[src/rtl/smg_decoder.sv]
// Receive-side decoder for a 4-digit multiplexed 7-segment display.
// It waits for each scan slot to settle, decodes it, and reassembles the 16-bit shown value.
//
// state      | meaning
// WAIT_FIRST | no valid digit captured since reset
// COLLECT    | gathering digits of the current frame
// COMPLETE   | one-cycle state after a frame lands in data (drives frame_done)
module smg_decoder #(
  parameter int STABLE_CYCLES = 1024,
  parameter int CNT_W         = 16
) (
  input  logic        clk,
  input  logic        rst_n,
  input  logic [3:0]  sm_wei,
  input  logic [7:0]  sm_duan,
  output logic [15:0] data,
  output logic        data_valid,
  output logic        frame_done,
  output logic        seg_err
);

  typedef enum logic [1:0] {
    WAIT_FIRST = 2'd0,
    COLLECT    = 2'd1,
    COMPLETE   = 2'd2
  } state_t;

  localparam logic [CNT_W-1:0] STABLE = CNT_W'(STABLE_CYCLES);

  state_t            state_q, state_d;
  logic [11:0]       s1_q, s2_q, held_q;
  logic [CNT_W-1:0]  cnt_q;
  logic [15:0]       shadow_q, shadow_d;
  logic [3:0]        mask_q, mask_d;
  logic [15:0]       data_q;
  logic              data_valid_q, seg_err_q;

  logic              accept, pos_ok, blank, nib_ok, valid_acc, err_acc, complete;
  logic [1:0]        pos;
  logic [3:0]        nib;

  always_ff @(posedge clk or negedge rst_n) begin
    if (!rst_n) begin
      s1_q   <= 12'hFFF;
      s2_q   <= 12'hFFF;
      held_q <= 12'hFFF;
      cnt_q  <= '0;
    end else begin
      s1_q <= {sm_wei, sm_duan};
      s2_q <= s1_q;
      if (s2_q != held_q) begin
        held_q <= s2_q;
        cnt_q  <= CNT_W'(1);
      end else if (cnt_q < STABLE) begin
        cnt_q <= cnt_q + 1'b1;
      end
    end
  end

  // Fires only on the edge where the counter reaches STABLE, so a held value is accepted once.
  assign accept = (s2_q == held_q) && (cnt_q == STABLE - 1'b1);

  always_comb begin
    pos    = 2'd0;
    pos_ok = 1'b0;
    blank  = 1'b0;
    case (held_q[11:8])
      4'b1110: begin pos = 2'd0; pos_ok = 1'b1; end
      4'b1101: begin pos = 2'd1; pos_ok = 1'b1; end
      4'b1011: begin pos = 2'd2; pos_ok = 1'b1; end
      4'b0111: begin pos = 2'd3; pos_ok = 1'b1; end
      4'b1111: blank = 1'b1;
      default: ;
    endcase
  end

  always_comb begin
    nib    = 4'h0;
    nib_ok = 1'b1;
    case (held_q[7:0])
      8'hC0: nib = 4'h0;
      8'hF9: nib = 4'h1;
      8'hA4: nib = 4'h2;
      8'hB0: nib = 4'h3;
      8'h99: nib = 4'h4;
      8'h92: nib = 4'h5;
      8'h82: nib = 4'h6;
      8'hF8: nib = 4'h7;
      8'h80: nib = 4'h8;
      8'h90: nib = 4'h9;
      8'h88: nib = 4'hA;
      8'h83: nib = 4'hB;
      8'hC6: nib = 4'hC;
      8'hA1: nib = 4'hD;
      8'h87: nib = 4'hE;
      8'h8E: nib = 4'hF;
      default: nib_ok = 1'b0;
    endcase
  end

  // Blank slots are silently dropped whatever the segment lines show.
  assign valid_acc = accept && pos_ok && nib_ok;
  assign err_acc   = accept && !blank && !(pos_ok && nib_ok);

  always_comb begin
    shadow_d                   = shadow_q;
    shadow_d[{pos, 2'b00} +: 4] = nib;
    mask_d                     = mask_q | (4'b0001 << pos);
  end

  assign complete = valid_acc && (mask_d == 4'b1111);

  always_ff @(posedge clk or negedge rst_n) begin
    if (!rst_n) begin
      shadow_q     <= '0;
      mask_q       <= '0;
      data_q       <= '0;
      data_valid_q <= 1'b0;
      seg_err_q    <= 1'b0;
    end else begin
      seg_err_q <= err_acc;
      if (valid_acc) begin
        shadow_q <= shadow_d;
        mask_q   <= complete ? 4'b0000 : mask_d;
      end
      if (complete) begin
        data_q       <= shadow_d;
        data_valid_q <= 1'b1;
      end
    end
  end

  always_ff @(posedge clk or negedge rst_n) begin
    if (!rst_n) state_q <= WAIT_FIRST;
    else        state_q <= state_d;
  end

  always_comb begin
    state_d = state_q;
    case (state_q)
      WAIT_FIRST: begin
        if (complete)       state_d = COMPLETE;
        else if (valid_acc) state_d = COLLECT;
      end
      COLLECT:  if (complete) state_d = COMPLETE;
      COMPLETE: state_d = complete ? COMPLETE : COLLECT;
      default:  state_d = WAIT_FIRST;
    endcase
  end

  assign data       = data_q;
  assign data_valid = data_valid_q;
  assign frame_done = (state_q == COMPLETE);
  assign seg_err    = seg_err_q;

endmodule

[config.mk]
export PLATFORM = sky130hd
export DESIGN_NAME = smg_decoder
export DESIGN_NICKNAME = d
export VERILOG_FILES = /design/src/rtl/smg_decoder.sv
export SDC_FILE = /design/constraint.sdc
export NUM_CORES = 1
export LEC_CHECK = 0
export CAP_MARGIN = 10
export CORE_MARGIN = 2
export CORE_UTILIZATION = 45
export CTS_CLUSTER_DIAMETER = 30
export DETAILED_ROUTE_END_ITERATION = 8
export SLEW_MARGIN = 0
export SYNTH_ARGS = -nofsm -noshare
export SYNTH_HDL_FRONTEND = slang
export SYNTH_SLANG_ARGS = --single-unit
export TNS_END_PERCENT = 100
[constraint.sdc]
create_clock -name clk -period 3.95 [get_ports clk]
set_clock_uncertainty 0.15 [all_clocks]
set_input_delay 0.395 -clock clk [delete_from_list [all_inputs] [get_ports clk]]
set_output_delay 0.395 -clock clk [all_outputs]
set_load 0.05 [all_outputs]
After elaboration in Yosys (flattened, before gate mapping)
Index checks and enable logic that the tools add are counted.
{"block": "word_totals", "reg_bits": 92, "word_cells": 74, "out_inout_bits": 19}
{"block": "op_classes", "n_reduce_logical": 14, "magnitude_cmp": 1, "mux": 14, "n_eq_ne": 29, "add_sub_neg": 2, "n_shift": 3, "bitwise_logic": 1}
{"op": "equality test 8 bit, second input constant", "n": 16}
{"op": "one-hot mux 4 bit (15 select lines)", "n": 1}
{"op": "2-to-1 mux 16 bit", "n": 2}
{"op": "equality test 4 bit, second input constant", "n": 5}
{"op": "adder 16 x 1 -> 16 bit, second input constant", "n": 1}
{"op": "bitwise mux 16 bit", "n": 1}
{"op": "equality test 16 x 10 -> 1 bit, second input constant", "n": 1}
{"op": "less-than comparator 16 x 11 -> 1 bit, second input constant", "n": 1}
{"op": "OR reduction 16 bit", "n": 1}
{"op": "variable shift 4 x 6 -> 16 bit, first input constant", "n": 1}
{"op": "variable part select 4 x 6 -> 16 bit", "n": 1}
{"op": "equality test 12 bit", "n": 1}
{"op": "inequality test 12 bit", "n": 1}
{"op": "one-hot mux 2 bit (3 select lines)", "n": 2}
{"op": "2-to-1 mux 2 bit", "n": 4}
{"op": "logical AND 1 bit", "n": 7}
{"op": "negation 4 -> 6 bit", "n": 1}
{"op": "equality test 4 x 3 -> 1 bit, second input constant", "n": 1}
{"op": "2-to-1 mux 4 bit", "n": 1}
{"op": "OR 4 bit", "n": 1}
{"op": "OR reduction 4 bit", "n": 1}
{"op": "left shift 1 x 2 -> 4 bit, first input constant", "n": 1}
{"op": "2-to-1 mux 1 bit", "n": 3}
{"op": "inequality test 3 bit, second input constant", "n": 1}
{"op": "other kinds (7)", "n": 8}

Logic depth before layout (Yosys ltp)
Gate-level depths: netlist of run 1.
{"block": "depth", "ltp_word": 8, "mapped_depth": 12}

Least setup slack after synthesis of run 1
OpenSTA, ideal clock, no wires.
{"block": "synth_timing", "path_type": "register to register", "start": "register held_q[11]", "end": "register data_q[10] (netlist: data[10])", "path_stages_with_launch": 12, "setup_ps": 125, "path_slack_ps": 956, "required_ps": 3675, "t_arrival_ps": 2719, "n_path_buf": 4, "cell_sequence": "dfstp_2 clkbuf_1 xor2_1 nand2_1 ha_1 clkdlybuf4s50_2 o22ai_1 nor2_1 o211a_1 buf_6 buf_12 mux2_4"}
{"block": "synth_between", "elab_chain_len": 6, "elab_cells_between_ends": 19}
{"element": "from (decl)", "line_no": "31", "source": "logic [11:0] s1_q, s2_q, held_q;"}
{"element": "from (signal assigned)", "line_no": "52", "source": "held_q <= s2_q;"}
{"element": "branches (longest 6 deep; another with negation 4 -> 6 bit)"}
{"element": "to (signal assigned)", "line_no": "127", "source": "data_q <= shadow_d;"}
{"element": "to (decl)", "line_no": "35", "source": "logic [15:0] data_q;"}
Parallel ways; which one is timed is not known.
A chain may end at the register's enable or synchronous reset.

Final worst setup path of run 1
{"block": "layout_timing", "start": "register cnt_q[10]", "end": "register data_q[14] (netlist: data[14])"}
{"block": "layout_between", "elab_chain_len": 5}
{"element": "from (decl)", "line_no": "32", "source": "logic [CNT_W-1:0] cnt_q;"}
{"element": "from (signal assigned)", "line_no": "55", "source": "cnt_q <= cnt_q + 1'b1;"}
{"element": "equality test 16 x 10 -> 1 bit", "line_no": "61", "source": "assign accept = (s2_q == held_q) && (cnt_q == STABLE - 1'b1);"}
{"element": "logical AND 1 bit", "line_no": "61"}
{"element": "logical AND 1 bit (2 in series)", "line_no": "102", "source": "assign valid_acc = accept && pos_ok && nib_ok;"}
{"element": "logical AND 1 bit", "line_no": "111", "source": "assign complete = valid_acc && (mask_d == 4'b1111);"}
No other way between the ends.

==> metrics.md, run 1 <==
| Metric | Value |
|---|---|
| Status | finished, final reports clean |
| Crit Path Category | reg -> reg |
| Worst Tran Pin Value | 0.989 ns |
| Core box area | 9240 µm² |
| Final hold violation count | 0 |
| Synth unique cells | 55 |
| Synthesis Warnings | 0 |
| Syn Std Cell Area | 4280 µm² |
| Worst vdd ir | 0.203 mV |
| Post-CTS Repair Setup Buffers | 0 |
| Global-route wire length before repair | 13000 µm |
| Mapped Cells | 374 |
| Routed wire length | 7800 µm |
| Io pins | 33 |
| GR peak layer | met2 |
| Cts hold-fix bufs | 0 |
| Port-buffer cells | 32 |
| Number of vias per cell | 5.33 |
| Clock-pin slew on the worst setup and hold paths | 0.10 ns |
| Crit path DAT | 3.26 ns |
| Critical path's largest stage delay | 0.56 ns |
| Top post-synthesis cells by area | dfrtp_1, dfstp_2, mux2_2 |
| Die footprint | 10300 µm² |
| Initial Util | 0.463 |
| Grt met2 use | 0.249 |
| Critical Path RT | 4.05 ns |
| Global placement routability congestion | 0.809 |
| CTS Buffer Depth | 2 |
| Synth Area in XOR/XNOR | 0.0471 |
| Max Slew Vio Count | 0 |
| Critical path startpoint category | register |
| Antenna cells | 0 |
| Post-DRT Antenna Nets | 0 |
| Layout Utilization | 0.522 |
| Worst Path Max Fanout | 10 |
| Compound-gate portion of the synthesized area | 0.101 |
| 1st-pass router iterations | 4 |
| Cts repair resizes | 0 |
| Post-synthesis mux area share | 0.0646 |
| WL per Instance | 14.8 µm |
| Initial antenna violation count | 0 |
| Leak | 2.09 nW |
| EDFF count, synth | 0 |
| Area added between synthesis and finish | 12.8% |
| Mean Syn Cell Area | 11.4 µm² |
| Pwr dens | 354 nW/µm² |
| Seq/Total Area, Yosys | 0.548 |
| Via count | 2806 |
| Most common library cells after synthesis | dfrtp_1, dfstp_2, clkbuf_1, o21ai_0 |
| CP Cell Sequence | or4_4 -> nor4_4 -> nand3_4 -> nor4_4 -> buf_4 -> o211a_1 -> buf_4 -> mux2_4 |
| Slew Limit Headroom | 0.341 |
| Tcrit/Tclk final | 0.799 |
| Max Cap Violations | 0 |
| Power Total | 1.71 mW |
| Final min period | 3.16 ns |
| Overall Global Routing Usage | 0.163 |
| Synth async-reset ratio | 1.00 |
| Root Driver | clkbuf_8 |
| Core Rows | 35 |
| Adder-cell share of the synthesized area | 0.0146 |
| Top FF cell, synth | dfrtp_1 |
| Synth Area in Simple Gates | 0.168 |
| Setup_tns | 0 ns |
| CTS Buf Count | 9 |
| CP Capture Type | register |
| DP HPWL | 5350 µm |
| Slowest stage cell on the critical path | or4_4 |
| DRT iter0 DRCs | 227 |
| Clock latency at the later pin of the worst-skew pair | 0.36 ns |
| Vias in the first global route | 2591 |
| Peak Freq | 317 MHz |
| Largest area contributor in the netlist | dfrtp_1 |
| Die Ht | 102 µm |
| Largest net degree at the start of global routing | 82 |
| Most instantiated library cell after synthesis | dfrtp_1 |
| Met3 GRT Util | 0.0393 |
| Synth Register Bits | 92 |
| Max H-tree Level | 3 |
| DRC errors left | 0 |
| Final setup violation count | 0 |
| Synth top area share | 0.327 |
| Combinational family with the most area after synthesis | simple AND/OR/NAND/NOR gates |
| Net count, final | 411 |
| RSZ-0062 raised after global routing | false |
| Syn Nets | 393 |
| TritonCTS clock tree | done |
| Remaining global-route overflow | 0 |
| Fraction of layout cells with a size suffix above 1 | 0.232 |
| Post-Place Setup Slack | 0.769 ns |
| Die width | 102 µm |
| TritonCTS Sinks | 92 |
| Hold Crit Class | in -> async |
| Final setup margin | 0.794 ns |
| GR Util met1 | 0.229 |
## cells by family (layout without fill, tap and decap cells)
logic type / count (synthesis) / count (layout)
and+or+nand+nor: 117 / 117
DFF: 92 / 92
AOI/OAI and AO/OA: 65 / 65
buffers and inverters: 50 / 73
xor gates and xnor gates: 23 / 23
muxes: 22 / 22
adders and majority gates: 5 / 5
## flip-flops by register name, indices dropped and copies added (netlist names)
signal,flops
cnt_q,16
data,16
shadow_q,16
held_q,12
s1_q,12
s2_q,12
mask_q,4
state_q,2
data_valid,1
seg_err,1
## through the flow
stage                     hold WS [ns]  instances  cell area (µm²)
after CTS                       0.0744        526             4830
final                           0.0244        526             4830
after floorplan                -0.0506        374             4280
after detailed placement         0.197        510             4640
after global routing            0.0958        526             4830
after global placement           0.195        510             4640
## final timing paths
check | endpoint | start | slack (ns) | cells after the start
hold reg to reg | s2_q[5] | s1_q[5] | 0.21 | 0
max in group asynchronous | s1_q[11] | rst_n | 2.76 | 2
hold / removal | state_q[0] | rst_n | 0.02 | 1
setup / recovery | data[14] | cnt_q[10] | 0.79 | 8
setup reg to reg | data[14] | cnt_q[10] | 0.79 | 8
min in group clk | s2_q[5] | s1_q[5] | 0.21 | 0
## layout by cell type, fill, tap and decap left out, types with 4 or more instances in the layout
cell / instances
a21oi_1: 6
and2_1: 9
and3b_1: 5
buf_4: 7
clkbuf_8: 10
clkdlybuf4s50_1: 31
dfrtp_1: 56
dfstp_2: 36
ha_1: 5
inv_1: 19
mux2_2: 13
mux2_4: 8
nand2_1: 16
nand3_1: 15
nand4_1: 12
nor2_1: 19
nor3_1: 5
o211a_1: 5
o21a_1: 4
o21ai_0: 20
o22ai_1: 15
xnor2_1: 7
xor2_1: 16
## power breakdown
part / internal (mW) / switching (mW)
Sequential: 0.976 / 0.0226
Clock: 0.259 / 0.363
Combinational: 0.0369 / 0.0520
Total: 1.27 / 0.438
## routing by layer
layer / share of wire / vias to the layer above
met5: 0 / -
met4: 0.0064 / 0
met3: 0.035 / 4
met2: 0.48 / 55
met1: 0.48 / 1391
li1: - / 1356
## critical path: cells and delay by family, from the launching register on
kind	cells	cell delay [ns]
AND/OR/NAND/NOR	4	1.34
buffers and inverters	2	0.47
flip-flops	1	0.40
AO/OA/AOI/OAI	1	0.38
multiplexers	1	0.31
## final cells by class
class,instances,area [µm²]
tap,129,161
clock inverter,6,52.6
sequential,92,2350
inverter,19,71.3
fill,809,4410
timing repair buffer,38,363
clock buffer,10,138
multi-input combinational,232,1690
No activity file was read; power rests on OpenSTA's default activity.
==> inputs of run 2 (changes only) <==
==> constraint.sdc (replaced) <==
create_clock -name clk -period 3 [get_ports clk]
set_clock_uncertainty 0.15 [all_clocks]
set_input_delay 0.3 -clock clk [delete_from_list [all_inputs] [get_ports clk]]
set_output_delay 0.3 -clock clk [all_outputs]
set_load 0.05 [all_outputs]
==> run 2 against run 1 <==
  * Maximum frequency is 9.7% higher
  * Critical path depth is 1 lower
  * Sequential share of layout area is 1.2 points lower
  * Combinational power is 46% higher
  * Sequential power is 31% higher
  * Critical path type unchanged
  * Largest cell class unchanged
==> metrics.md, run 2 (synthesized netlist as in run 1, its figures left out) <==
| Metric | Value |
|---|---|
| Status | finished, final reports clean |
| Net count, final | 425 (+3.4%) |
| Die width | 102 µm (unchanged) |
| Leak | 2.16 nW (+3.3%) |
| Final hold violation count | 0 (unchanged) |
| Worst r2r src | held_q[1] |
| Area of the multi-input gates | 1700 µm² (+0.37%) |
| Commonest non-fill, non-tap cell in the layout | dfrtp_1 |
| Wire length on met3 | 217 µm (-20%) |
| Layout fillers | 842 (+4.1%) |
| Tcrit/Tclk final | 0.959 (+0.160) |
| Routed wire length | 7750 µm (-0.59%) |
| WL per Instance | 14.4 µm (-3.2%) |
| Io pins | 33 (unchanged) |
| Post-CTS Repair Setup Buffers | 0 (unchanged) |
| Via count | 2827 (+0.75%) |
| Final setup violation count | 0 (unchanged) |
| DRT iter0 DRCs | 131 (-42%) |
| Post-Place Setup Slack | 0.135 ns (-0.634 ns) |
| Final setup margin | 0.124 ns (-0.670 ns) |
| CTS Buffer Depth | 2 (unchanged) |
| Max Cap Violations | 0 (unchanged) |
| Hold EP | s1_q[0] |
| Initial antenna violation count | 0 (unchanged) |
| 1st-pass router iterations | 4 (unchanged) |
| R2R setup slack | 0.12 ns (-0.67 ns) |
| Seq pwr share | 0.600 (+0.016) |
| Hold path startpoint | sm_duan[0] |
| Area added between synthesis and finish | 15.6% |
| Sw Ratio | 0.248 (-0.00775) |
| Peak Freq | 348 MHz (+9.7%) |
| Number of vias per cell | 5.24 (-1.9%) |
| Global placement routability congestion | 0.834 (+3.1%) |
| Worst Path Max Fanout | 14 (+4) |
| Hold Crit Depth | 1 |
| Root Driver | clkbuf_8 |
| Slew Limit Headroom | 0.616 (+0.275) |
| Cell-internal power | 1.65 mW (+29%) |
| Clk pwr share | 0.341 (-0.023) |
| Post-placement cell area | 4760 µm² (+2.6%) |
| Die footprint | 10300 µm² (unchanged) |
| Switching power total | 0.544 mW (+24%) |
| Worst r2r dst | shadow_q[7] |
| Reg2reg path depth | 7 (-1) |
| Initial Util | 0.463 (unchanged) |
| Most frequent cells in the layout | dfrtp_1, dfstp_2, clkdlybuf4s50_1 |
| Dpl cells | 523 (+2.5%) |
| Port-buffer cells | 32 (unchanged) |
| DP HPWL | 5480 µm (+2.6%) |
| Logic gate share of total power | 0.059 (+0.007) |
| Top layer in use | met4 |
| Remaining global-route overflow | 0 (unchanged) |
| Setup_tns | 0 ns (unchanged) |
| Global-route wire length before repair | 13400 µm (+2.7%) |
| TritonCTS clock tree | done |
| Overall Global Routing Usage | 0.167 (+0.00356) |
| Crit Path Category | reg -> reg |
| Core box area | 9240 µm² (unchanged) |
| Post-DRT Antenna Nets | 0 (unchanged) |
| Reg area | 2350 µm² (unchanged) |
| Hold Crit Class | in -> reg |
| Vias in the first global route | 2782 (+7.4%) |
| Fraction of layout cells with a size suffix above 1 | 0.258 (+0.0262) |
| Final min period | 2.88 ns (-0.280 ns) |
| Clock latency at the later pin of the worst-skew pair | 0.36 ns (about the same) |
| CTS Buf Count | 9 (unchanged) |
| Critical path startpoint category | register |
| Crit path DAT | 2.97 ns (-0.29 ns) |
| Filler-free cell count of the finished design | 540 (+2.7%) |
| Max Slew Vio Count | 0 (unchanged) |
| Pwr dens | 442 nW/µm² (+25%) |
| Clock-pin slew on the worst setup and hold paths | 0.10 ns (about the same) |
| RSZ-0062 raised after global routing | false |
| Worst Tran Pin Value | 0.576 ns (-0.412 ns) |
| Die Ht | 102 µm (unchanged) |
| Core Rows | 35 (unchanged) |
| Worst vdd ir | 0.315 mV (+56%) |
| DRC errors left | 0 (unchanged) |
| M1 WL | 3660 µm (-1.1%) |
| Critical Path RT | 3.10 ns (-0.95 ns) |
| Largest net degree at the start of global routing | 51 (-38%) |
| Power Total | 2.19 mW (+28%) |
| Critical Path Start | held_q[1] |
| Metal2 WL | 3760 µm (-0.21%) |
| Final instance area | 4950 µm² (+2.5%) |
| TritonCTS Sinks | 92 (unchanged) |
| CP Capture Type | register |
| Max H-tree Level | 3 (unchanged) |
| Antenna cells | 0 (unchanged) |
-- run 2: worst max-delay path by stage --
stage | cells past startpoint | end | slack, ns
6_report | 7 | shadow_q[7] | 0.12
2_1_floorplan | 11 | data[10] | 0.006
4_1_cts | 7 | data[0] | 0.10
3_3_place_gp | 7 | shadow_q[7] | 0.17
5_1_grt | 7 | shadow_q[7] | 0.03
3_5_place_dp | 7 | data[0] | 0.13
-- run 2: worst max-delay path: stages (launching register included) --
cell and delay [ns]:
dfstp_2 0.68, or3b_2 0.47, a2111o_1 0.44, o31a_2 0.13, nand3_1 0.14, buf_4 0.16
o211a_1 0.25, mux2_2 0.36
-- run 2: layout make-up --
cell class	instances	share of cell area
multi-input cells	232	0.344
clock buffers	9	0.0250
repair buffers	52	0.100
clock inverters	7	0.0101
flip-flops and latches	92	0.474
inverters	19	0.0144
well taps	129	0.0326
-- run 2: metal layers --
metal	track usage	vias to the layer above
li1	-	1373
met1	0.226	1398
met2	0.261	47
met3	0.0352	9
met4	0.0676	0
met5	0	-
-- run 2: per-stage QoR --
step / hold slack [ns] / utilization
after CTS: 0.167 / 0.535
after floorplan: -0.146 / -
after global routing: 0.161 / 0.536
after detailed placement: 0.188 / 0.515
after global placement: 0.189 / 0.515
final: 0.184 / 0.536
-- run 2: what timing repair did --
| item | CTS | global route |
|---|---|---|
| hold endpoints to repair | 42 | 0 |
| endpoints found under the setup margin | 0 | 22 |
| resized for setup | 0 | 1 |
| hold buffers | 1 | 0 |
-- run 2: power groups by stage --
| stage | Clock [mW] | Combinational (mW) | Sequential [mW] |
|---|---|---|---|
| finish | 0.747 | 0.130 | 1.31 |
| floorplan | 0 | 0.0828 | 1.32 |
| detailed placement | 0 | 0.131 | 1.34 |
| global route | 0.834 | 0.146 | 1.32 |
| global placement | 0 | 0.129 | 1.33 |
| CTS | 0.776 | 0.132 | 1.31 |
==> inputs of run 3 (changes only) <==
--- a/config.mk
+++ b/config.mk
@@ -10,6 +10,7 @@
 export CORE_UTILIZATION = 45
 export CTS_CLUSTER_DIAMETER = 30
 export DETAILED_ROUTE_END_ITERATION = 8
+export REMOVE_ABC_BUFFERS = 1
 export SLEW_MARGIN = 0
 export SYNTH_ARGS = -nofsm -noshare
 export SYNTH_HDL_FRONTEND = slang
==> run 3 against run 2 <==
  * Die area unchanged
  * Register-to-register slack better by 0.02 ns
  * Final cell count up 0.19%
  * Flip-flop and latch count unchanged
  * Non-clock buffer count up 1
  * Critical path depth unchanged
  * Critical path type unchanged
  * Clock-buffer cell count up 3
  * Sequential power about the same
==> metrics.md, run 3 (synthesized netlist as in run 1, its figures left out) <==
| Metric | Value |
|---|---|
| TritonCTS Sinks | 92 (unchanged) |
| Hold Crit Depth | 1 (unchanged) |
| Worst hold slack | 0.180 ns (-0.00463 ns) |
| Via count | 2865 (+1.3%) |
| Area added between synthesis and finish | 16.9% |
| Hold Crit Class | in -> reg |
| CP delay by family, top | compound AO/OA/AOI/OAI gates |
| CP Cell Sequence | or3b_2 -> a2111o_1 -> o31a_2 -> nand3_1 -> buf_4 -> o211a_1 -> mux2_2 |
| Post-CTS Repair Setup Buffers | 0 (unchanged) |
| Critical path's largest stage delay | 0.68 ns (about the same) |
| Clock-pin slew on the worst setup and hold paths | 0.09 ns (about the same) |
| Layout fillers | 838 (-0.48%) |
| WL per Instance | 14.3 µm (-0.33%) |
| Max Slew Vio Count | 0 (unchanged) |
| TritonCTS clock tree | done |
| Worst Path Max Fanout | 14 (unchanged) |
| Die width | 102 µm (unchanged) |
| Peak Freq | 351 MHz (+0.82%) |
| Final min period | 2.85 ns (-0.0234 ns) |
| DRT iter0 DRCs | 130 (-0.76%) |
| Critical Path RT | 3.10 ns (about the same) |
| DRC errors left | 0 (unchanged) |
| Die footprint | 10300 µm² (unchanged) |
| Crit path DAT | 2.95 ns (-0.02 ns) |
| Fraction of layout cells with a size suffix above 1 | 0.255 (-0.00305) |
| Crit Path Category | reg -> reg |
| Net count, final | 426 (+0.24%) |
| Global-route wire length before repair | 13100 µm (-2.0%) |
| Clock latency at the later pin of the worst-skew pair | 0.36 ns (about the same) |
| 1st-pass router iterations | 4 (unchanged) |
| Post-DRT Antenna Nets | 0 (unchanged) |
| Reg2reg path depth | 7 (unchanged) |
| CTS Buffer Depth | 2 (unchanged) |
| Antenna cells | 0 (unchanged) |
| Slew Limit Headroom | 0.549 (-0.0670) |
| RSZ-0062 raised after global routing | false |
| Number of vias per cell | 5.30 (+1.2%) |
| Critical path buffers and inverters | 1 (unchanged) |
| Io pins | 33 (unchanged) |
| Power Total | 2.36 mW (+7.9%) |
| Remaining global-route overflow | 0 (unchanged) |
| Largest net degree at the start of global routing | 53 (+3.9%) |
| Root Driver | clkbuf_8 |
| Number of cells on the critical path | 7 (unchanged) |
| Leak | 2.19 nW (+1.5%) |
| Port-buffer cells | 32 (unchanged) |
| Vias in the first global route | 2781 (-0.036%) |
| Routed wire length | 7740 µm (-0.14%) |
| Core box area | 9240 µm² (unchanged) |
| Max Cap Violations | 0 (unchanged) |
| Cts repair resizes | 0 (unchanged) |
| CP Capture Type | register |
| Commonest non-fill, non-tap cell in the layout | dfrtp_1 |
| Final setup violation count | 0 (unchanged) |
| CTS Buf Count | 9 (unchanged) |
| Global placement routability congestion | 0.870 (+4.4%) |
| Overall Global Routing Usage | 0.165 (-0.00149) |
| Most frequent cells in the layout | dfrtp_1, dfstp_2, clkdlybuf4s50_1 |
| Initial Util | 0.463 (unchanged) |
| Max H-tree Level | 3 (unchanged) |
| Core Rows | 35 (unchanged) |
| DP HPWL | 5390 µm (-1.8%) |
| Status | finished, final reports clean |
| Final hold violation count | 0 (unchanged) |
| Die Ht | 102 µm (unchanged) |
| Tcrit/Tclk final | 0.951 (-0.00779) |
| Pwr dens | 472 nW/µm² (+6.7%) |
| Initial antenna violation count | 0 (unchanged) |
| Cts hold-fix bufs | 1 (unchanged) |
| Worst vdd ir | 0.347 mV (+9.9%) |
| Slowest stage cell on the critical path | dfstp_2 |
| Critical path startpoint category | register |
| Worst Tran Pin Value | 0.677 ns (+0.100 ns) |
run 3: area by class of cell:
type	count	area (µm²)	share of cell area
sequential	92	2350	0.469
multi-input combinational	232	1690	0.338
timing repair buffer	53	503	0.100
clock buffer	12	178	0.0355
tap	129	161	0.0323
inverter	19	71.3	0.0142
clock inverter	4	50.0	0.0100
run 3: path summary, 6_finish.rpt:
| path | from | endpoint | slack, ns |
|---|---|---|---|
| min reg2reg | s1_q[1] | s2_q[1] | 0.20 |
| max in group asynchronous | rst_n | s1_q[1] | 1.64 |
| max reg2reg | held_q[1] | shadow_q[7] | 0.15 |
| max | held_q[1] | shadow_q[7] | 0.15 |
| min | sm_duan[7] | s1_q[7] | 0.18 |
| min in group asynchronous | rst_n | data[13] | 0.36 |
run 3: power by group:
group	switching, mW	total (mW)	internal, mW
logic	0.0696	0.126	0.0563
registers	0.0296	1.31	1.28
clock network	0.433	0.922	0.489
run 3: worst register-to-register path, cell delays in order, from the launching register on:
cell	delay (ns)
dfstp_2	0.68
or3b_2	0.47
a2111o_1	0.44
o31a_2	0.12
nand3_1	0.10
buf_4	0.20
o211a_1	0.24
mux2_2	0.35
run 3: through the flow:
step,cell area (µm²),util,TNS (ns),cells,setup slack (ns)
global route,5000,0.542,0,541,0.00418
global placement,4770,0.516,0,524,0.251
finish,5000,0.542,0,541,0.148
detailed placement,4770,0.516,0,524,0.190
floorplan,4110,-,-1.51,343,-0.120
CTS,5000,0.542,0,541,0.157
run 3: per-layer routing:
layer  up-vias  part of all wire  global-route usage
li1       1384                 -                   -
met1      1420              0.47               0.214
met2        50              0.47               0.262
met3        11             0.040              0.0455
met4         0             0.021              0.0665
met5         -                 0                   0
